### config.mk
export PLATFORM = sky130hd
export DESIGN_NAME = uart_tx_arbiter
export DESIGN_NICKNAME = d
export VERILOG_FILES = /design/src/rtl/uart_tx_arbiter.sv
export SDC_FILE = /design/constraint.sdc
export NUM_CORES = 1
export LEC_CHECK = 0
export ABC_AREA = 1
export CAP_MARGIN = 20
export CORE_ASPECT_RATIO = 1.75
export CORE_MARGIN = 2
export CORE_UTILIZATION = 40
export DETAILED_ROUTE_END_ITERATION = 16
export GPL_TIMING_DRIVEN = 0
export PLACE_DENSITY_LB_ADDON = 0.08
export REMOVE_ABC_BUFFERS = 1
export SYNTH_ARGS = -nofsm -noshare
export SYNTH_HDL_FRONTEND = slang
export SYNTH_SLANG_ARGS = --single-unit
### constraint.sdc
create_clock -name clk -period 2 [get_ports clk]
set_clock_uncertainty 0.05 [all_clocks]
set_input_delay 0.2 -clock clk [delete_from_list [all_inputs] [get_ports clk]]
set_output_delay 0.2 -clock clk [all_outputs]
set_load 0.05 [all_outputs]
### src/rtl/uart_tx_arbiter.sv
// uart_tx_arbiter
//
// Shares one uart_tx byte channel between NUM_REQ byte-stream requesters. Arbitration is
// round-robin at packet granularity: once a requester is granted it keeps the channel until
// its byte flagged last is accepted, so packets never interleave on the serial line. The
// byte toward uart_tx sits in a single output register.
//
// Optional feature (compile-time macro UART_ARB_TIMEOUT_EN):
//   When defined, a granted requester that leaves req_valid low for TIMEOUT_CYC cycles in
//   the middle of a packet loses the grant, and timeout_flag pulses for one cycle. When
//   undefined, timeout_flag is tied low and the grant is held until req_last.
//
// Ports:
//   clk            system clock
//   rst            asynchronous reset, active-high
//   req_data       byte from requester i at bits [8i+7:8i]
//   req_valid      per-requester byte valid
//   req_last       per-requester last-byte-of-packet, qualified by req_valid
//   req_ready      per-requester accept strobe (only the owner can see it high)
//   tx_data        registered byte to uart_tx
//   tx_data_valid  registered byte valid to uart_tx
//   tx_data_ready  uart_tx ready
//   grant          one-hot current owner, zero when idle
//   busy           high while a packet is owned
//   timeout_flag   one-cycle pulse on forced release
module uart_tx_arbiter #(
    parameter int unsigned NUM_REQ     = 3,
    parameter int unsigned TIMEOUT_CYC = 50000000
) (
    input  logic                 clk,
    input  logic                 rst,
    input  logic [8*NUM_REQ-1:0] req_data,
    input  logic [NUM_REQ-1:0]   req_valid,
    input  logic [NUM_REQ-1:0]   req_last,
    output logic [NUM_REQ-1:0]   req_ready,
    output logic [7:0]           tx_data,
    output logic                 tx_data_valid,
    input  logic                 tx_data_ready,
    output logic [NUM_REQ-1:0]   grant,
    output logic                 busy,
    output logic                 timeout_flag
);

    localparam int unsigned PtrW = (NUM_REQ > 1) ? $clog2(NUM_REQ) : 1;

    typedef enum logic [0:0] {StIdle, StXfer} state_e;

    state_e          state_q, state_d;
    logic [PtrW-1:0] owner_q, owner_d;
    logic [PtrW-1:0] rr_ptr_q, rr_ptr_d;
    logic [7:0]      tx_data_q, tx_data_d;
    logic            tx_valid_q, tx_valid_d;

    logic            pick_found;
    logic [PtrW-1:0] pick_idx;
    logic [PtrW-1:0] scan_ptr;
    int unsigned     scan_idx;

    logic            accept;
    logic            accept_last;
    logic [7:0]      accept_data;
    logic [PtrW-1:0] rr_next;
    logic            to_fire;

    // Round-robin pick: first valid requester at or after rr_ptr, wrapping.
    always_comb begin
        pick_found = 1'b0;
        pick_idx   = '0;
        scan_idx   = 0;
        scan_ptr   = '0;
        for (int unsigned k = 0; k < NUM_REQ; k++) begin
            scan_idx = (32'(rr_ptr_q) + k) % NUM_REQ;
            scan_ptr = PtrW'(scan_idx);
            if (!pick_found && req_valid[scan_ptr]) begin
                pick_found = 1'b1;
                pick_idx   = scan_ptr;
            end
        end
    end

    always_comb begin
        grant = '0;
        for (int unsigned i = 0; i < NUM_REQ; i++) begin
            grant[i] = (state_q == StXfer) && (owner_q == PtrW'(i));
        end
    end

    // The owner may hand over a byte whenever the output register is empty or draining.
    assign req_ready   = grant & {NUM_REQ{~tx_valid_q | tx_data_ready}};
    assign accept      = |(req_valid & req_ready);
    assign accept_last = accept & req_last[owner_q];
    assign accept_data = req_data[{owner_q, 3'b000} +: 8];
    assign rr_next     = (owner_q == PtrW'(NUM_REQ - 1)) ? '0 : owner_q + 1'b1;

`ifdef UART_ARB_TIMEOUT_EN
    logic [31:0] stall_cnt_q, stall_cnt_d;
    logic        timeout_q;

    // Counts consecutive owned cycles with the owner's valid low; any accept restarts it.
    always_comb begin
        stall_cnt_d = stall_cnt_q;
        to_fire     = 1'b0;
        if (state_q != StXfer || accept) begin
            stall_cnt_d = '0;
        end else if (!req_valid[owner_q]) begin
            stall_cnt_d = stall_cnt_q + 32'd1;
            to_fire     = (stall_cnt_d >= TIMEOUT_CYC);
        end
    end

    always_ff @(posedge clk or posedge rst) begin
        if (rst) begin
            stall_cnt_q <= '0;
            timeout_q   <= 1'b0;
        end else begin
            stall_cnt_q <= stall_cnt_d;
            timeout_q   <= to_fire;
        end
    end

    assign timeout_flag = timeout_q;
`else
    assign to_fire      = 1'b0;
    assign timeout_flag = 1'b0;
`endif

    always_comb begin
        state_d  = state_q;
        owner_d  = owner_q;
        rr_ptr_d = rr_ptr_q;
        unique case (state_q)
            StIdle: begin
                if (pick_found) begin
                    state_d = StXfer;
                    owner_d = pick_idx;
                end
            end
            StXfer: begin
                if (accept_last || to_fire) begin
                    state_d  = StIdle;
                    rr_ptr_d = rr_next;
                end
            end
            default: state_d = StIdle;
        endcase
    end

    // Output register: a load always wins over a drain in the same cycle.
    always_comb begin
        tx_data_d  = tx_data_q;
        tx_valid_d = tx_valid_q;
        if (accept) begin
            tx_data_d  = accept_data;
            tx_valid_d = 1'b1;
        end else if (tx_valid_q && tx_data_ready) begin
            tx_valid_d = 1'b0;
        end
    end

    always_ff @(posedge clk or posedge rst) begin
        if (rst) begin
            state_q    <= StIdle;
            owner_q    <= '0;
            rr_ptr_q   <= '0;
            tx_data_q  <= 8'h00;
            tx_valid_q <= 1'b0;
        end else begin
            state_q    <= state_d;
            owner_q    <= owner_d;
            rr_ptr_q   <= rr_ptr_d;
            tx_data_q  <= tx_data_d;
            tx_valid_q <= tx_valid_d;
        end
    end

    assign tx_data       = tx_data_q;
    assign tx_data_valid = tx_valid_q;
    assign busy          = (state_q == StXfer);

endmodule

==> flow_metrics.tcl, run 1 <==
set metrics [dict create \
    fin_util 0.6349 \
    r2r_slack_ns 0.20 \
    num_io_pins 50 \
    critPathMaxFanout 13 \
    leakage_nw 0.8087 \
    place_area_mm2 0.001563 \
    root_buffer "clkbuf_8" \
    overflow 0 \
    finalNonFillerCells 241 \
    drt_wl_total_um 2904 \
    yosysWarnings 0 \
    coreArea_mm2 0.002522 \
    synth_area_mm2 0.001062 \
    rr_worst_depth 11 \
    synth-edff-count 0 \
    htree_levels 1 \
    drt_iter0_markers 15 \
    clk_latency_ns 0.24 \
    start_kind "flip-flop" \
    numPortBuffers 48 \
    ys_async_sr_fraction 1.000 \
    r2r-end "owner_q[0]" \
    cts_buffer_depth 2 \
    gp_congestion 0.9029 \
    fin_crit_ns 1.910 \
    period_share 0.9552 \
    fin_area_mm2 0.001602 \
    rsz0062_at_grt "false" \
    fin_nets 253 \
    cts_made_buffers 3 \
    maxSlewHeadroom 0.6569 \
    start_util 0.4211 \
    run_status "completed" \
    die-width_um 42.96 \
    syn_to_final_growth_pct 50.77 \
    vias 1232 \
    drv_cap 0 \
    layout-drive-gt1-share 0.1209 \
    synth_top_cell_by_area "dfrtp_1" \
    yosysMostFrequentCell "nand2_1" \
    die_area_mm2 0.003100 \
    worst_pin_slew_ns 0.5131 \
    vias_per_cell 5.112 \
    cp-end-kind "output port" \
    diodes 0 \
    first_pass_iters 4 \
    netlist_top_cells_count "71 x nand2_1, 32 x nand3_1, 14 x dfrtp_1" \
    ys_seq_elements 14 \
    crit_end "req_ready[0]" \
    slew_violations 0 \
    placed_cells 238 \
    grt_pass1_vias 1269 \
    grt_first_pass_wirelength_um 4974 \
    place_hpwl_um 2509 \
    clkTransAtPathRegs_ns 0.05 \
    fmax_ghz 0.5235 \
    drtAntennaViolNets 0 \
    synth_cell_types 21 \
    worst_slack_ns 0.08964 \
    synth_ff_type "dfrtp_1" \
    die_y_um 72.17 \
    critPathLaunch "owner_q[0]" \
    grt_max_degree 15 \
    crit_required_ns 1.75 \
    synth_top_area_share 0.3298 \
    grt_util_all_layers 0.2060 \
    holdWs_ns 0.2421 \
    grt_antenna_before_repair 0 \
    setup_viol 0 \
    hold_viol 0 \
    netlist_top_cells_area "dfrtp_1 33%, nand2_1 25%, nand3_1 15%" \
    rows 24 \
    path_class "reg2out" \
    wl_per_cell_um 12.05 \
    peakVddDrop_mv 0.7966 \
    yosysSeqAreaShare 0.3298 \
    avgSynthCellArea_um2 6.399 \
    cts_tree "yes" \
    power_density_mw_per_mm2 1552 \
    synthCells 166 \
    arrival_ns 1.66 \
    drc 0 \
    holdCritPathClass "in2async" \
    r2r-start "rr_ptr_q[0]" \
    dp_slack_ns -0.2064 \
    cts.sinks 14 \
]
-- routing by layer --
layer	up-vias	GRT usage	routed length [µm]
met5	-	0	0
met4	0	0.09091	87
met3	11	0.03234	159
met2	56	0.4108	1641
met1	536	0.1959	1015
li1	629	-	-
-- cell type report --
| type | instances | area [µm²] |
|---|---|---|
| Clock buffer | 3 | 41.29 |
| Fill cell | 263 | 920.9 |
| Inverter | 20 | 75.07 |
| Multi-Input combinational cell | 130 | 624.3 |
| Sequential cell | 14 | 351.6 |
| Tap cell | 26 | 32.53 |
| Timing Repair Buffer | 48 | 476.7 |
-- state kept, by name (all words and copies together), names as in the netlist --
name           flops
tx_data            8
owner_q            2
rr_ptr_q           2
tx_data_valid      1
busy               1
-- where the power goes --
part	internal, mW	switching (mW)
registers	0.410	0.112
logic	0.568	1.17
clock network	0.133	0.0905
-- how the worst min path moves through the flow --
stage / depth (start not counted) / from / endpoint / slack [ns]
floorplan: 1 / rst / busy / 0.04
global placement: 2 / tx_data[6] / tx_data[6] / 0.41
detailed placement: 2 / tx_data[0] / tx_data[0] / 0.41
CTS: 2 / rst / tx_data[1] / 0.26
global route: 2 / rst / tx_data[6] / 0.32
finish: 2 / rst / tx_data[6] / 0.24
-- critical path, stage by stage, from the launching register on --
cell and delay [ns]:
dfrtp_2 0.51, nor2_4 0.26, inv_2 0.09, nor3_1 0.17, clkdlybuf4s15_2 0.39
-- logic make-up after synthesis --
group,after synthesis,share of synthesized area
adder cells (fa/ha/maj),3,0.03534
AO/OA/AOI/OAI,8,0.03887
AND/OR/NAND/NOR,118,0.5100
other,1,0.003530
flip-flops,14,0.3298
buffers and inverters,22,0.08245
-- what timing repair did --
action / 4_1_cts / 5_1_grt
hold buffers: 0 / 0
gates resized for setup: 16 / 2
pin swaps: 1 / 0
setup endpoints to repair: 6 / 1
setup buffers: 0 / 0
-- cell usage in the layout, fill, tap and decap left out, drive strengths merged, types with 4 or more instances in the layout --
cell type      Yosys  layout
clkbuf             0       4
clkdlybuf4s50      0      42
dfrtp             14      14
inv               20      20
nand2             73      73
nand3             35      35
nor2               5       5
nor3               4       4
o21ai              7       7
-- stage by stage --
| stage | setup TNS [ns] | total power, mW |
|---|---|---|
| finish | 0 | 2.486 |
| detailed placement | -0.7148 | 2.298 |
| global placement | -0.6652 | 2.260 |
| CTS | 0 | 2.508 |
| global route | 0 | 2.682 |
| floorplan | -0.8101 | 1.753 |
Power figures use the tool's default switching activity.
==> run 2, diff against run 1 <==
--- a/config.mk
+++ b/config.mk
@@ -14,6 +14,7 @@
 export GPL_TIMING_DRIVEN = 0
 export PLACE_DENSITY_LB_ADDON = 0.08
 export REMOVE_ABC_BUFFERS = 1
+export SLEW_MARGIN = 25
 export SYNTH_ARGS = -nofsm -noshare
 export SYNTH_HDL_FRONTEND = slang
 export SYNTH_SLANG_ARGS = --single-unit
==> results of run 2 <==
The final DEF is identical to that of run 1; final timing and power are the same.
==> run 3, diff against run 2 <==
--- a/config.mk
+++ b/config.mk
@@ -9,8 +9,9 @@
 export CAP_MARGIN = 20
 export CORE_ASPECT_RATIO = 1.75
 export CORE_MARGIN = 2
-export CORE_UTILIZATION = 40
+export CORE_UTILIZATION = 37
 export DETAILED_ROUTE_END_ITERATION = 16
+export GPL_ROUTABILITY_DRIVEN = 0
 export GPL_TIMING_DRIVEN = 0
 export PLACE_DENSITY_LB_ADDON = 0.08
 export REMOVE_ABC_BUFFERS = 1
==> constraint.sdc (replaced) <==
create_clock -name clk -period 1.5 [get_ports clk]
set_clock_uncertainty 0.05 [all_clocks]
set_input_delay 0.15 -clock clk [delete_from_list [all_inputs] [get_ports clk]]
set_output_delay 0.15 -clock clk [all_outputs]
set_load 0.05 [all_outputs]
==> run 3 against run 2 <==
Against the previous run: the run now ends with negative setup slack left; combinational power up 66%; clock power up 63%; via count up 8.0%; setup slack worse by 0.21 ns; clock-buffer cell count up 1; sequential cell count unchanged; hold slack worse by 0.058 ns; critical endpoint is now owner_q[0].
==> flow_metrics.tcl, run 3 (synthesis gave the netlist of run 1 again) <==
set metrics [dict create \
    cpPeakStageDelay_ns 0.42 \
    finalNonFillerCells 257 \
    cts_tree "yes" \
    drtAntennaViolNets 0 \
    largest_register_ffs 8 \
    grt_antenna_before_repair 0 \
    grt_max_degree 15 \
    path_common_cell "nand2_2" \
    wl_per_cell_um 13.78 \
    cts_made_buffers 3 \
    critPathMaxFanout 5 \
    clk_latency_ns 0.24 \
    power_density_mw_per_mm2 2202 \
    final_cell_mix "65 x nand2_1, 32 x clkdlybuf4s50_1, 27 x nand3_1, 16 x buf_4, 11 x dfrtp_1" \
    clkTransAtPathRegs_ns 0.06 \
    p_sw_mw 2.096 \
    cp-end-kind "flip-flop" \
    layout-drive-gt1-share 0.2696 \
    fmax_ghz 0.6187 \
    crit_family "simple AND/OR/NAND/NOR gates" \
    power_frac_seq 0.173 \
    grt_util_all_layers 0.2266 \
    swShare 0.5345 \
    num_io_pins 50 \
    start_kind "flip-flop" \
    cp_cell_sequence "inv_2 > ha_4 > inv_4 > nand2_2 > nand3_2 > nand2_2 > nand3_2 > nand2_2 > inv_2 > nand3_2 > nand2_2" \
    worst_slack_ns -0.1162 \
    place_area_mm2 0.001564 \
    peakVddDrop_mv 1.364 \
    p_int_mw 1.825 \
    leakage_nw 0.9099 \
    numPortBuffers 48 \
    syn_to_final_growth_pct 67.61 \
    die_area_mm2 0.003333 \
    placed_cells 239 \
    setup_viol 3 \
    fin_crit_ns 1.616 \
    die_y_um 74.88 \
    hold_viol 0 \
    htree_levels 1 \
    diodes 0 \
    root_buffer "clkbuf_8" \
    overflow 0 \
    drv_cap 0 \
    cts_buffer_depth 2 \
    cpMaxStageDelayCell "dfrtp_1" \
    start_util 0.3903 \
    multi_input_area_um2 694.4 \
    fin_area_mm2 0.001780 \
    r2r-start "rr_ptr_q[0]" \
    grt_pass1_vias 1272 \
    seq_area_um2 354.1 \
    rows 25 \
    worst_pin_slew_ns 0.5109 \
    coreArea_mm2 0.002721 \
    total_power_mw 3.921 \
    rsz0062_at_grt "true" \
    vias 1331 \
    run_status "complete, but fails checks" \
    die-width_um 44.51 \
    crit_required_ns 1.59 \
    slew_violations 0 \
    period_share 1.077 \
    path_buf_inv 3 \
    vias_per_cell 5.179 \
    fillerInstances 253 \
    holdCritPathClass "in2async" \
    place_hpwl_um 2586 \
    fin_util 0.6543 \
    p_comb_frac 0.735 \
    arrival_ns 1.70 \
    fin_nets 267 \
    pwr-share-clk 0.093 \
    critPathLaunch "rr_ptr_q[0]" \
    layout_commonest_cell "nand2_1" \
    drt_wl_total_um 3541 \
    drt_iter0_markers 33 \
    path_class "reg2reg" \
    drc 0 \
    first_pass_iters 5 \
    violations "negative setup slack" \
    cts.sinks 14 \
    maxSlewHeadroom 0.6590 \
    grt_first_pass_wirelength_um 5451 \
]
[run 3: cell count changes in the layout (fill, tap and decap cells not counted), moves of 3 or more]
| cell | delta |
|---|---|
| dlygate4sd2_1 | +8 |
| nand3_2 | +5 |
| clkdlybuf4s50_1 | -10 |
| nand3_1 | -5 |
| clkdlybuf4s15_2 | -3 |
| nand2_1 | -6 |
| ha_1 | -3 |
| nand2_2 | +6 |
| buf_4 | +16 |
[run 3: area by class of cell]
class                      instances  share of cell area
tap                               27             0.01897
timing repair buffer              62              0.3162
inverter                          20             0.04498
sequential                        14              0.1989
multi-input combinational        130              0.3900
clock buffer                       4             0.03092
[run 3: final timing paths]
check / end / slack [ns] / depth (start not counted)
worst max-delay path: owner_q[0] / -0.12 / 11
worst min-delay path: tx_data[6] / 0.18 / 2
worst max register to register: owner_q[0] / -0.12 / 11
worst min register to register: tx_data[4] / 0.41 / 2
max in group asynchronous: owner_q[0] / 0.85 / 2
min in group clk: tx_data[4] / 0.41 / 2
[run 3: timing repair]
action                                  CTS  global route
buffers inserted                          9             5
hold buffers                              0             0
gates cloned                              0             0
gates resized for setup                  65            11
pin swaps                                 7             9
endpoints found under the setup margin   30            17
[run 3: power by group through the flow]
| stage | Clock (mW) | Combinational (mW) | Sequential [mW] |
|---|---|---|---|
| finish | 0.363 | 2.88 | 0.677 |
| global route | 0.386 | 3.09 | 0.691 |
| CTS | 0.371 | 2.68 | 0.671 |
| detailed placement | 0 | 2.39 | 0.696 |
| global placement | 0 | 2.35 | 0.692 |
| floorplan | 0 | 1.24 | 1.09 |
[run 3: routing by layer]
layer | share of wire | vias up | GRT usage | wire [µm]
met5 | 0 | - | 0 | 0
met4 | 0.051 | 0 | 0.1212 | 179
met3 | 0.045 | 19 | 0.02398 | 161
met2 | 0.58 | 60 | 0.4654 | 2053
met1 | 0.32 | 593 | 0.1982 | 1146
li1 | - | 659 | - | -
[run 3: per-stage QoR]
stage	hold slack (ns)	TNS, ns	setup WS (ns)
final	0.1838	-0.2625	-0.1162
after global routing	0.2370	-0.5378	-0.1727
after CTS	0.2002	-0.1001	-0.06455
after detailed placement	0.4090	-6.352	-0.6418
after global placement	0.4079	-5.692	-0.6433
after floorplan	-0.01078	-8.203	-0.6200
[run 3: worst reg2reg max path: cells and delay by family (launching register included)]
kind,cells,cell delay [ns]
simple gates,7,0.56
flops,1,0.42
fa+ha+maj,1,0.31
buf+inv,3,0.17
